`src/rtl/maf_pkg.sv`:
```
// maf_pkg: shared types, window constants and averaging helper for the moving average filter
package maf_pkg;
  localparam int DEF_DATA_W = 8;
  localparam int DEF_LOG2_WIN = 3;
  localparam int WIN = 1 << DEF_LOG2_WIN;
  localparam int SUM_W = DEF_DATA_W + DEF_LOG2_WIN;
  typedef enum logic [1:0] {FILL, STEADY, CLEAR} state_e;
  function automatic logic [DEF_DATA_W-1:0] avg(input logic [SUM_W-1:0] s);
    return DEF_DATA_W'(s >> DEF_LOG2_WIN);
  endfunction
endpackage

```
`src/rtl/maf_delay_line.sv`:
```
// maf_delay_line: WIN-entry sample ring with one write port and a combinational read port
module maf_delay_line #(
  parameter int DATA_W = 8,
  parameter int LOG2_WIN = 3
) (
  input  logic                clk,
  input  logic                rst,
  input  logic                wr_en,
  input  logic [LOG2_WIN-1:0] wr_idx,
  input  logic [DATA_W-1:0]   wr_data,
  input  logic [LOG2_WIN-1:0] rd_idx,
  output logic [DATA_W-1:0]   rd_data
);
  localparam int NUM = 1 << LOG2_WIN;
  logic [DATA_W-1:0] mem_q [NUM];
  logic [DATA_W-1:0] mem_d [NUM];
  always_comb begin
    mem_d = mem_q;
    if (wr_en) mem_d[wr_idx] = wr_data;
  end
  always_ff @(posedge clk or posedge rst) begin
    if (rst) for (int i = 0; i < NUM; i++) mem_q[i] <= '0;
    else mem_q <= mem_d;
  end
  assign rd_data = mem_q[rd_idx];
endmodule

```
`src/rtl/moving_average_filter.sv`:
```
// moving_average_filter: boxcar average over the last WIN samples using a ring buffer and running sum
module moving_average_filter import maf_pkg::*; #(
  parameter int DATA_W = DEF_DATA_W,
  parameter int LOG2_WIN = DEF_LOG2_WIN
) (
  input  logic              clk,
  input  logic              rst,
  input  logic              in_valid,
  input  logic [DATA_W-1:0] in_data,
  output logic              in_ready,
  input  logic              flush,
  output logic              out_valid,
  output logic [DATA_W-1:0] out_data,
  output logic              primed
);
  state_e state_q, state_d;
  logic [LOG2_WIN-1:0] wr_ptr_q, wr_ptr_d, clr_idx_q, clr_idx_d, wr_idx;
  logic [LOG2_WIN:0] fill_cnt_q, fill_cnt_d;
  logic [SUM_W-1:0] sum_q, sum_d, sum_acc;
  logic out_valid_q, out_valid_d;
  logic [DATA_W-1:0] out_data_q, out_data_d, rd_data, wr_data;
  logic accept, clr_done, fill_last, wr_en;
  maf_delay_line #(.DATA_W(DATA_W), .LOG2_WIN(LOG2_WIN)) u_line (
    .clk(clk), .rst(rst), .wr_en(wr_en), .wr_idx(wr_idx), .wr_data(wr_data),
    .rd_idx(wr_ptr_q), .rd_data(rd_data)
  );
  always_comb begin
    in_ready = state_q != CLEAR;
    accept = in_valid && in_ready && !flush;
    fill_last = state_q == FILL && &fill_cnt_q[LOG2_WIN-1:0];
    clr_done = state_q == CLEAR && &clr_idx_q && !flush;
    // the entry being overwritten is the oldest sample, so it leaves the sum
    sum_acc = sum_q + SUM_W'(in_data) - SUM_W'(rd_data);
    state_d = flush ? CLEAR
            : state_q == CLEAR ? (clr_done ? FILL : CLEAR)
            : (accept && fill_last) ? STEADY : state_q;
    clr_idx_d = (flush || state_q != CLEAR) ? '0 : clr_idx_q + 1'b1;
    sum_d = clr_done ? '0 : accept ? sum_acc : sum_q;
    wr_ptr_d = clr_done ? '0 : accept ? wr_ptr_q + 1'b1 : wr_ptr_q;
    fill_cnt_d = clr_done ? '0 : (accept && state_q == FILL) ? fill_cnt_q + 1'b1 : fill_cnt_q;
    out_valid_d = accept && (state_q == STEADY || fill_last);
    out_data_d = out_valid_d ? avg(sum_acc) : out_data_q;
    wr_en = accept || state_q == CLEAR;
    wr_idx = state_q == CLEAR ? clr_idx_q : wr_ptr_q;
    wr_data = state_q == CLEAR ? '0 : in_data;
  end
  always_ff @(posedge clk or posedge rst) begin
    if (rst) begin
      state_q <= FILL;
      wr_ptr_q <= '0;
      clr_idx_q <= '0;
      fill_cnt_q <= '0;
      sum_q <= '0;
      out_valid_q <= 1'b0;
      out_data_q <= '0;
    end else begin
      state_q <= state_d;
      wr_ptr_q <= wr_ptr_d;
      clr_idx_q <= clr_idx_d;
      fill_cnt_q <= fill_cnt_d;
      sum_q <= sum_d;
      out_valid_q <= out_valid_d;
      out_data_q <= out_data_d;
    end
  end
  assign out_valid = out_valid_q;
  assign out_data = out_data_q;
  assign primed = state_q == STEADY;
endmodule
```
`config.mk`:
```
export PLATFORM = sky130hd
export DESIGN_NAME = moving_average_filter
export DESIGN_NICKNAME = d
export VERILOG_FILES = /design/src/rtl/maf_pkg.sv /design/src/rtl/maf_delay_line.sv /design/src/rtl/moving_average_filter.sv
export SDC_FILE = /design/constraint.sdc
export NUM_CORES = 1
export LEC_CHECK = 0
export ABC_CLOCK_PERIOD_IN_PS = 10100
export CAP_MARGIN = 20
export CORE_MARGIN = 2
export CORE_UTILIZATION = 55
export DETAILED_ROUTE_END_ITERATION = 8
export GPL_TIMING_DRIVEN = 0
export MAX_ROUTING_LAYER = met4
export PLACE_DENSITY = 0.75
export SLEW_MARGIN = 30
export SYNTH_ARGS = -nofsm -noshare
export SYNTH_HDL_FRONTEND = slang
export SYNTH_HIERARCHICAL = 1
export SYNTH_SLANG_ARGS = --single-unit
```
`constraint.sdc`:
```
create_clock -name clk -period 10.1 [get_ports clk]
set_input_delay 2.02 -clock clk [delete_from_list [all_inputs] [get_ports clk]]
set_output_delay 2.02 -clock clk [all_outputs]
set_load 0.005 [all_outputs]
```
Word level (Yosys, flattened, before mapping)
Index checks and enable logic that the tools add are counted.
Storage, ports and cells
  register bits: 96
Cells by class
  equal/unequal tests: 3
  bitwise operators: 2
  magnitude comparators: 3
  add/subtract/negate cells: 5
  reduce and logical (&&, ||, !) cells: 19
  multiplexer cells: 19
Operator list (number)
  $bwmux 64: 1
  $mux 8: 4
  $bmux 8 s3: 1
  $demux 8 s3: 1
  $mux 11: 2
  $mux 3: 4
  $add 11x8->11: 1
  $sub 11x8->11: 1
  $logic_and 1x1->1: 9
  $ge 4x4->1 const B: 2
  $mux 2: 4
  $mux 4: 2
  $not 3->4: 2
  $add 3x1->3 const B: 2
  $reduce_and 3->1: 2
  $add 4x1->4 const B: 1
  $lt 4x1->1 const B: 1
  $reduce_bool 2->1: 2
  $logic_or 1x1->1: 3
  $reduce_bool 3->1: 1
  $eq 2x1->1 const B: 1
  $eq 2x2->1 const B: 1
  $logic_not 2->1: 1
  $ne 2x2->1 const B: 1
  $logic_not 1->1: 1

Depth between registers and ports, before layout
Gate-level depths: netlist of run 1.
  word-level depth: 8
  gate-level depth with buffers: 15
  mapped depth without buffers: 13

Modules after synthesis
Netlist of run 1, hierarchy kept.
Modules (own cells, without submodules)
  maf_delay_line: area an instance 3009.1 µm², seq. area each 1601.5 µm², instances 1, cells an instance 173
  moving_average_filter: area an instance 2075.7 µm², seq. area each 775.7 µm², instances 1, cells an instance 203

Least setup slack after synthesis of run 1
No wires, ideal clock.
  path kind: input -> register
  start: input in_data[3]
  end: register out_data_q[7] (netlist: out_data[7])
  path slack: 5.838 ns
  path buffers: 0
  data required time: 9.975 ns
  cell stages on the path: 10
  arrival time: 4.137 ns
  cells stage by stage: inv_1 -> fa_1 -> inv_1 -> ha_1 -> o211ai_2 -> a21oi_2 -> o311a_4 -> nor2_4 -> xnor3_1 -> mux2_4
On the way
  cells in the longest elaborated chain, start to end: 2
Ends and longest elaborated chain
  start, declared: line moving_average_filter.sv:9  | input logic [DATA_W-1:0] in_data,
  $add 11x8->11: line moving_average_filter.sv:33  | sum_acc = sum_q + SUM_W'(in_data) - SUM_W'(rd_data);
  $sub 11x8->11: line moving_average_filter.sv:33
  end signal, assigned: line moving_average_filter.sv:63  | out_data_q <= out_data_d;
  end, declared: line moving_average_filter.sv:21  | logic [DATA_W-1:0] out_data_q, out_data_d, rd_data, wr_data;
No other way between the ends.
A chain may end at the register's enable or synchronous reset.

Final worst setup path of run 1
  start: input in_data[1]
  end: register out_data_q[6] (netlist: out_data[6])
Same word-level chain as after synthesis.

==> results of run 1 <==
==> flip-flops by register name, summed over array words and instances (netlist names) <==
register	flops
wr_ptr_q	3
fill_cnt_q	3
clr_idx_q	3
sum_q	11
out_data	8
u_line/mem_q	64
out_valid	1
state_q	2
==> cell usage after synthesis, drive strengths merged, types with 2 or more instances <==
master / number / share of area (%)
nor2: 10 / 0.89
mux2i: 3 / 0.59
inv: 38 / 2.8
nand4b: 3 / 0.52
clkbuf: 4 / 0.30
mux4: 16 / 8.2
fa: 8 / 3.1
nor4bb: 3 / 0.59
xnor2: 6 / 1.0
buf: 12 / 1.8
and2: 2 / 0.27
ha: 16 / 3.9
xor2: 2 / 0.34
and3: 2 / 0.27
nand2: 13 / 0.96
mux2: 83 / 18
o21ai: 7 / 0.69
a22o: 9 / 1.6
a21o: 3 / 0.44
a21oi: 14 / 1.5
nor3: 7 / 0.91
dfrtp: 95 / 47
nor3b: 3 / 0.44
nand2b: 4 / 0.49
==> logic make-up (layout without fill, tap and decap cells) <==
kind of cell,after synthesis,in the layout
compound gates,41,41
fa+ha+maj,24,24
mux,102,102
simple gates,51,51
buf+inv,54,93
xor+xnor,9,9
flops,95,95
==> path summary, 6_finish.rpt <==
check	to	slack, ns
setup / recovery	out_data[6]$_DFFE_PP0P_	5.61
min in group asynchronous	u_line/mem_q[59]$_DFFE_PP0P_	1.97
hold / removal	clr_idx_q[0]$_DFF_PP0_	0.49
max in group asynchronous	sum_q[4]$_DFFE_PP0P_	7.53
hold reg to reg	clr_idx_q[0]$_DFF_PP0_	0.49
setup reg to reg	out_data[6]$_DFFE_PP0P_	6.17
==> metal layers <==
layer	global-route usage [%]	routed length [um]	vias up
li1	-	-	1429
met1	29.1	4680	1560
met2	34.7	4880	48
met3	4.11	308	17
met4	7.48	188	0
met5	-	0	-
==> cell type report <==
| cell class | count | area (um^2) |
|---|---|---|
| inverters | 38 | 145 |
| well taps | 111 | 139 |
| fillers | 711 | 3450 |
| repair buffers | 23 | 248 |
| clock inverters | 7 | 65.1 |
| multi-input cells | 227 | 2460 |
| plain buffers | 16 | 106 |
| clock buffers | 9 | 124 |
| flip-flops and latches | 95 | 2380 |
==> through the flow <==
stage          worst slack (ns)  utilization [%]  std cells  area [um^2]
2_1_floorplan              5.84                -        376         5080
3_3_place_gp               5.25             59.8        509         5440
3_5_place_dp               5.22             60.1        510         5470
4_1_cts                    5.61             62.2        526         5660
5_1_grt                    5.48             62.2        526         5660
6_report                   5.61             62.2        526         5660
==> report_power, final <==
group	total [mW]	internal [mW]	switching, mW	leakage, nW
Sequential	0.416	0.401	0.0149	1.30
Clock	0.240	0.0941	0.146	0.0856
Combinational	0.286	0.134	0.153	1.42
==> cell usage in the layout, fill, tap and decap left out, drive strengths merged, types with 2 or more instances in the layout <==
cell,synthesis,final
nor4bb,3,3
clkdlybuf4s50,0,22
nand2,13,13
fa,8,8
xor2,2,2
xnor2,6,6
dfrtp,95,95
ha,16,16
clkbuf,4,13
a21o,3,3
and2,2,2
a22o,9,9
inv,38,41
nor3,7,7
mux4,16,16
clkinvlp,0,3
a21oi,14,14
o21ai,7,7
and3,2,2
mux2i,3,3
buf,12,13
nor3b,3,3
nor2,10,10
nand2b,4,4
nand4b,3,3
mux2,83,83
==> flow_summary.json, run 1 <==
{
  "antenna_cells": 0,
  "cts.clk_slew.worst_paths_ns": 0.10,
  "setup_viol": 0,
  "drc": 0,
  "hold_class": "flip-flop to flip-flop",
  "slew_headroom_pct": 46.4,
  "critical_path_cell_count": 11,
  "synthMuxAreaShare_pct": 27.2,
  "drv_cap": 0,
  "dp_hpwl_um": 6920,
  "yosysWarnings": 6,
  "grt_first_pass_wirelength_um": 16300,
  "netlist_area_mm2": 0.00508,
  "holdPathStages": 1,
  "die_y_um": 100,
  "drt_iter0_drc": 143,
  "cts_max_level": 3,
  "tightest_slew_ns": 0.800,
  "grt_pass1_vias": 3152,
  "finalCritPeriodShare_pct": 44.4,
  "synth.distinct_cells": 48,
  "fmax_ghz": 0.223,
  "post_cts_buffers": 0,
  "cp_top_family": "adder cells",
  "p_total_mw": 0.942,
  "synth-simple-area-share_pct": 6.20,
  "insertion_delay_ns": 0.37,
  "routedWlPerCell_um": 19.1,
  "rows": 35,
  "crit_type": "input port to flip-flop",
  "rsz0062_at_grt": "false",
  "place_congestion": 0.914,
  "ios": 23,
  "crit_chain": "clkdlybuf4s50_1 > inv_1 > fa_1 > inv_1 > ha_1 > a21oi_2 > o21ai_1 > o31a_1 > a221oi_2 > xnor2_1 > mux2_2",
  "tns_ns": 0,
  "crit_path_max_fanout": 3,
  "power.density_mw_per_mm2": 166,
  "crit_top_cell": "inv_1",
  "synth_compound_area_share_pct": 6.00,
  "status": "completed",
  "ant_nets": 0,
  "fp.coreArea_mm2": 0.00911,
  "r2r-start": "wr_ptr_q[0]$_DFFE_PP0P_",
  "synth_top_family_by_area": "multiplexers",
  "final_hold_viol_count": 0,
  "antenna_found_initial": 0,
  "async_reset_ff_share_pct": 100,
  "cp_num_buf_inv": 3,
  "overflow": 0,
  "final.min_clock_period_ns": 4.49,
  "cp.required_ns": 10.37,
  "clock_skew_ns": 0.00958,
  "leakage_nw": 2.81,
  "clock-sinks": 95,
  "synth-xor-area-share_pct": 1.82,
  "vias": 3054,
  "cts_buffers": 9,
  "reg2reg_depth": 13,
  "wirelength_um": 10100,
  "die_x_um": 100,
  "cts_resized": 0,
  "cts_tree": "done",
  "cts_root_buffer": "clkbuf_8",
  "synth_edf_count": 0,
  "ys_ff_latch": 95,
  "syn_to_final_growth_pct": 11.4,
  "hold_slack_ns": 0.485,
  "grt_max_degree": 50,
  "cp_slowest_cell": "fa_1",
  "cp-end-kind": "flip-flop",
  "min_from": "clr_idx_q[0]$_DFF_PP0_",
  "slew_violations": 0,
  "cp-start-kind": "input port",
  "dieArea_mm2": 0.0100,
  "drive_above_1_share_pct": 29.9,
  "viasPerCell": 5.81,
  "synthAdderAreaFrac_pct": 7.09,
  "nNetsFinal": 446,
  "ctsHoldBuffers": 0,
  "ys_seq_area_share_pct": 46.8,
  "max_stage_delay_ns": 0.60,
  "track_usage_pct": 22.1,
  "max-vdd-ir-drop_v": 0.0000790,
  "cp.arrival_ns": 4.75,
  "ctsLongestPathBuffers": 2,
  "io_buffers": 22,
  "syn_avg_cell_area_um2": 13.5,
  "synth_fp_nets": 412,
  "syn_inst": 376,
  "worstSetupStartpoint": "in_data[1]",
  "drt_first_pass_iters": 4,
  "initial_utilization_pct": 55.8,
  "synth_ff_type": "dfrtp_1"
}
Note: power is estimated with default switching activity, not from simulation.
==> run 2: changes to the inputs <==
--- a/config.mk
+++ b/config.mk
@@ -5,14 +5,14 @@
 export SDC_FILE = /design/constraint.sdc
 export NUM_CORES = 1
 export LEC_CHECK = 0
-export ABC_CLOCK_PERIOD_IN_PS = 10100
+export ABC_CLOCK_PERIOD_IN_PS = 3800
 export CAP_MARGIN = 20
 export CORE_MARGIN = 2
 export CORE_UTILIZATION = 55
 export DETAILED_ROUTE_END_ITERATION = 8
 export GPL_TIMING_DRIVEN = 0
 export MAX_ROUTING_LAYER = met4
-export PLACE_DENSITY = 0.75
+export PLACE_DENSITY = 0.77
 export SLEW_MARGIN = 30
 export SYNTH_ARGS = -nofsm -noshare
 export SYNTH_HDL_FRONTEND = slang
==> constraint.sdc (replaced) <==
create_clock -name clk -period 3.8 [get_ports clk]
set_input_delay 0.76 -clock clk [delete_from_list [all_inputs] [get_ports clk]]
set_output_delay 0.76 -clock clk [all_outputs]
set_load 0.005 [all_outputs]
==> run 2 against run 1 <==
Effect of this change:
- setup slack lost 5.5 ns
- sequential share of layout area down 1.3 points
- critical path type is now flip-flop to flip-flop
- register-to-register slack got worse by 6.1 ns
- hold slack gained 0.014 ns
- utilization grew 2.0 points
- largest power group unchanged
- count of clock-buffer cells in the layout did not move
- highest routed layer unchanged
==> flow_summary.json, run 2 (same netlist as run 1, synthesis figures left out) <==
{
  "status": "completed",
  "final_cell_mix": "dfrtp_1, mux2_2, inv_1",
  "cts_tree": "done",
  "power.density_mw_per_mm2": 478,
  "clock_skew_ns": 0.0130,
  "largest_register_ffs": 64,
  "sw_frac_of_total_pct": 31.0,
  "p_total_mw": 2.80,
  "seq_area_mm2": 0.00238,
  "place_congestion": 0.861,
  "clkPwrFrac_pct": 29.5,
  "wl_met3_um": 339,
  "slew_violations": 0,
  "dp_cells": 510,
  "instances_no_fill": 534,
  "final_hold_viol_count": 0,
  "cp_slowest_cell": "mux4_2",
  "r2r_slack_ns": 0.12,
  "crit_path_max_fanout": 10,
  "reg2reg_depth": 13,
  "drt_iter0_drc": 161,
  "max-vdd-ir-drop_v": 0.000273,
  "cp.arrival_ns": 3.94,
  "cts_max_level": 3,
  "grt_first_pass_wirelength_um": 16800,
  "grt_max_degree": 36,
  "crit_type": "flip-flop to flip-flop",
  "drv_cap": 0,
  "dr_wl_met2_um": 5340,
  "hold_class": "flip-flop to flip-flop",
  "drc": 0,
  "cp-start-kind": "flip-flop",
  "tightest_slew_ns": 0.778,
  "cts_buffers": 9,
  "slew_headroom_pct": 47.9,
  "insertion_delay_ns": 0.37,
  "holdPathStages": 1,
  "fillers": 666,
  "track_usage_pct": 22.8,
  "io_buffers": 22,
  "syn_to_final_growth_pct": 15.0,
  "p_switching_mw": 0.868,
  "antenna_cells": 0,
  "initial_utilization_pct": 55.8,
  "grt_pass1_vias": 3191,
  "clock-sinks": 95,
  "dp_hpwl_um": 7100,
  "setup_viol": 0,
  "cts_root_buffer": "clkbuf_8",
  "finalCritPeriodShare_pct": 96.9,
  "comb_power_share_pct": 30.9,
  "antenna_found_initial": 0,
  "drive_above_1_share_pct": 33.6,
  "fmax_ghz": 0.272,
  "min_from": "clr_idx_q[0]$_DFF_PP0_",
  "final.min_clock_period_ns": 3.68,
  "pwr-share-seq_pct": 39.5,
  "cp-end-kind": "flip-flop",
  "vias": 3150,
  "wl_met1_um": 4670,
  "nNetsFinal": 454,
  "viasPerCell": 5.90,
  "reg2reg_to": "out_data[6]$_DFFE_PP0P_",
  "rows": 35,
  "regMostFlops": "u_line/mem_q",
  "tns_ns": 0,
  "max_stage_delay_ns": 0.51,
  "die_x_um": 100,
  "die_y_um": 100,
  "ctsLongestPathBuffers": 2,
  "multi_input_area_mm2": 0.00252,
  "wirelength_um": 10500,
  "ant_nets": 0,
  "hold_path_end": "clr_idx_q[0]$_DFF_PP0_",
  "routedWlPerCell_um": 19.7,
  "highest_layer": "met4",
  "layout_commonest_cell": "dfrtp_1",
  "overflow": 0,
  "leakage_nw": 2.88,
  "cp.required_ns": 4.06,
  "crit_chain": "buf_6 > buf_12 > mux4_2 > mux2_4 > fa_1 > inv_1 > ha_1 > a21oi_2 > o21ai_2 > o31a_1 > a221oi_2 > xnor2_1 > mux2_2",
  "cts.clk_slew.worst_paths_ns": 0.10,
  "ios": 23,
  "fp.coreArea_mm2": 0.00911,
  "drt_first_pass_iters": 4,
  "internal_power_mw": 1.93,
  "dieArea_mm2": 0.0100,
  "r2r-start": "wr_ptr_q[0]$_DFFE_PP0P_"
}
-- run 2: critical path, delay by kind of cell, from the launching register on --
kind,cells,cell delay [ns]
xor gates and xnor gates,1,0.12
DFF,1,0.39
AOI/OAI and AO/OA,4,0.85
buffers and inverters,3,0.33
adders and majority gates,2,0.80
muxes,3,1.08
-- run 2: layer usage --
| layer | track usage [%] | vias up |
|---|---|---|
| met4 | 7.48 | 0 |
| li1 | - | 1444 |
| met1 | 29.6 | 1630 |
| met3 | 3.34 | 18 |
| met5 | - | - |
| met2 | 37.3 | 58 |
-- run 2: timing repair --
action                     CTS  global route
hold buffers                 0             0
cloned                       0             0
setup endpoints to repair    4             8
pin swaps                    4             5
buffers inserted             7             1
gates resized for setup      4            10
-- run 2: power groups by stage --
| stage | clock network [mW] | logic, mW | registers, mW |
|---|---|---|---|
| final | 0.826 | 0.865 | 1.11 |
| after global routing | 0.880 | 0.962 | 1.11 |
| after CTS | 0.837 | 0.782 | 1.10 |
| after detailed placement | 0 | 0.756 | 1.13 |
| after global placement | 0 | 0.735 | 1.12 |
| after floorplan | 0 | 0.597 | 1.11 |
-- run 2: cell type report --
| type | count | area share [%] |
|---|---|---|
| clock buffer | 9 | 2.12 |
| tap | 111 | 2.38 |
| buffer | 16 | 1.90 |
| multi-input combinational | 227 | 43.2 |
| inverter | 38 | 2.48 |
| sequential | 95 | 40.7 |
| clock inverter | 7 | 2.16 |
| timing repair buffer | 31 | 5.14 |
-- run 2: stage by stage --
stage               hold slack (ns)  setup slack [ns]  instance area, um^2  util (%)
floorplan                     0.433             0.245                 5080         -
global placement              0.461           -0.0646                 5440      59.8
detailed placement            0.487           -0.0797                 5470      60.0
CTS                           0.500           0.00202                 5770      63.4
global route                  0.518           -0.0365                 5850      64.2
finish                        0.499             0.120                 5850      64.2
-- run 2: worst max path at each step --
stage | start | to | slack, ns | cells past startpoint
after floorplan | wr_ptr_q[0]$_DFFE_PP0P_ | out_data[6]$_DFFE_PP0P_ | 0.25 | 13
after global placement | wr_ptr_q[0]$_DFFE_PP0P_ | out_data[6]$_DFFE_PP0P_ | -0.06 | 13
after detailed placement | wr_ptr_q[0]$_DFFE_PP0P_ | out_data[6]$_DFFE_PP0P_ | -0.08 | 13
after CTS | wr_ptr_q[0]$_DFFE_PP0P_ | out_data[6]$_DFFE_PP0P_ | 0.002 | 13
after global routing | wr_ptr_q[2]$_DFFE_PP0P_ | out_data[6]$_DFFE_PP0P_ | -0.04 | 13
final | wr_ptr_q[0]$_DFFE_PP0P_ | out_data[6]$_DFFE_PP0P_ | 0.12 | 13
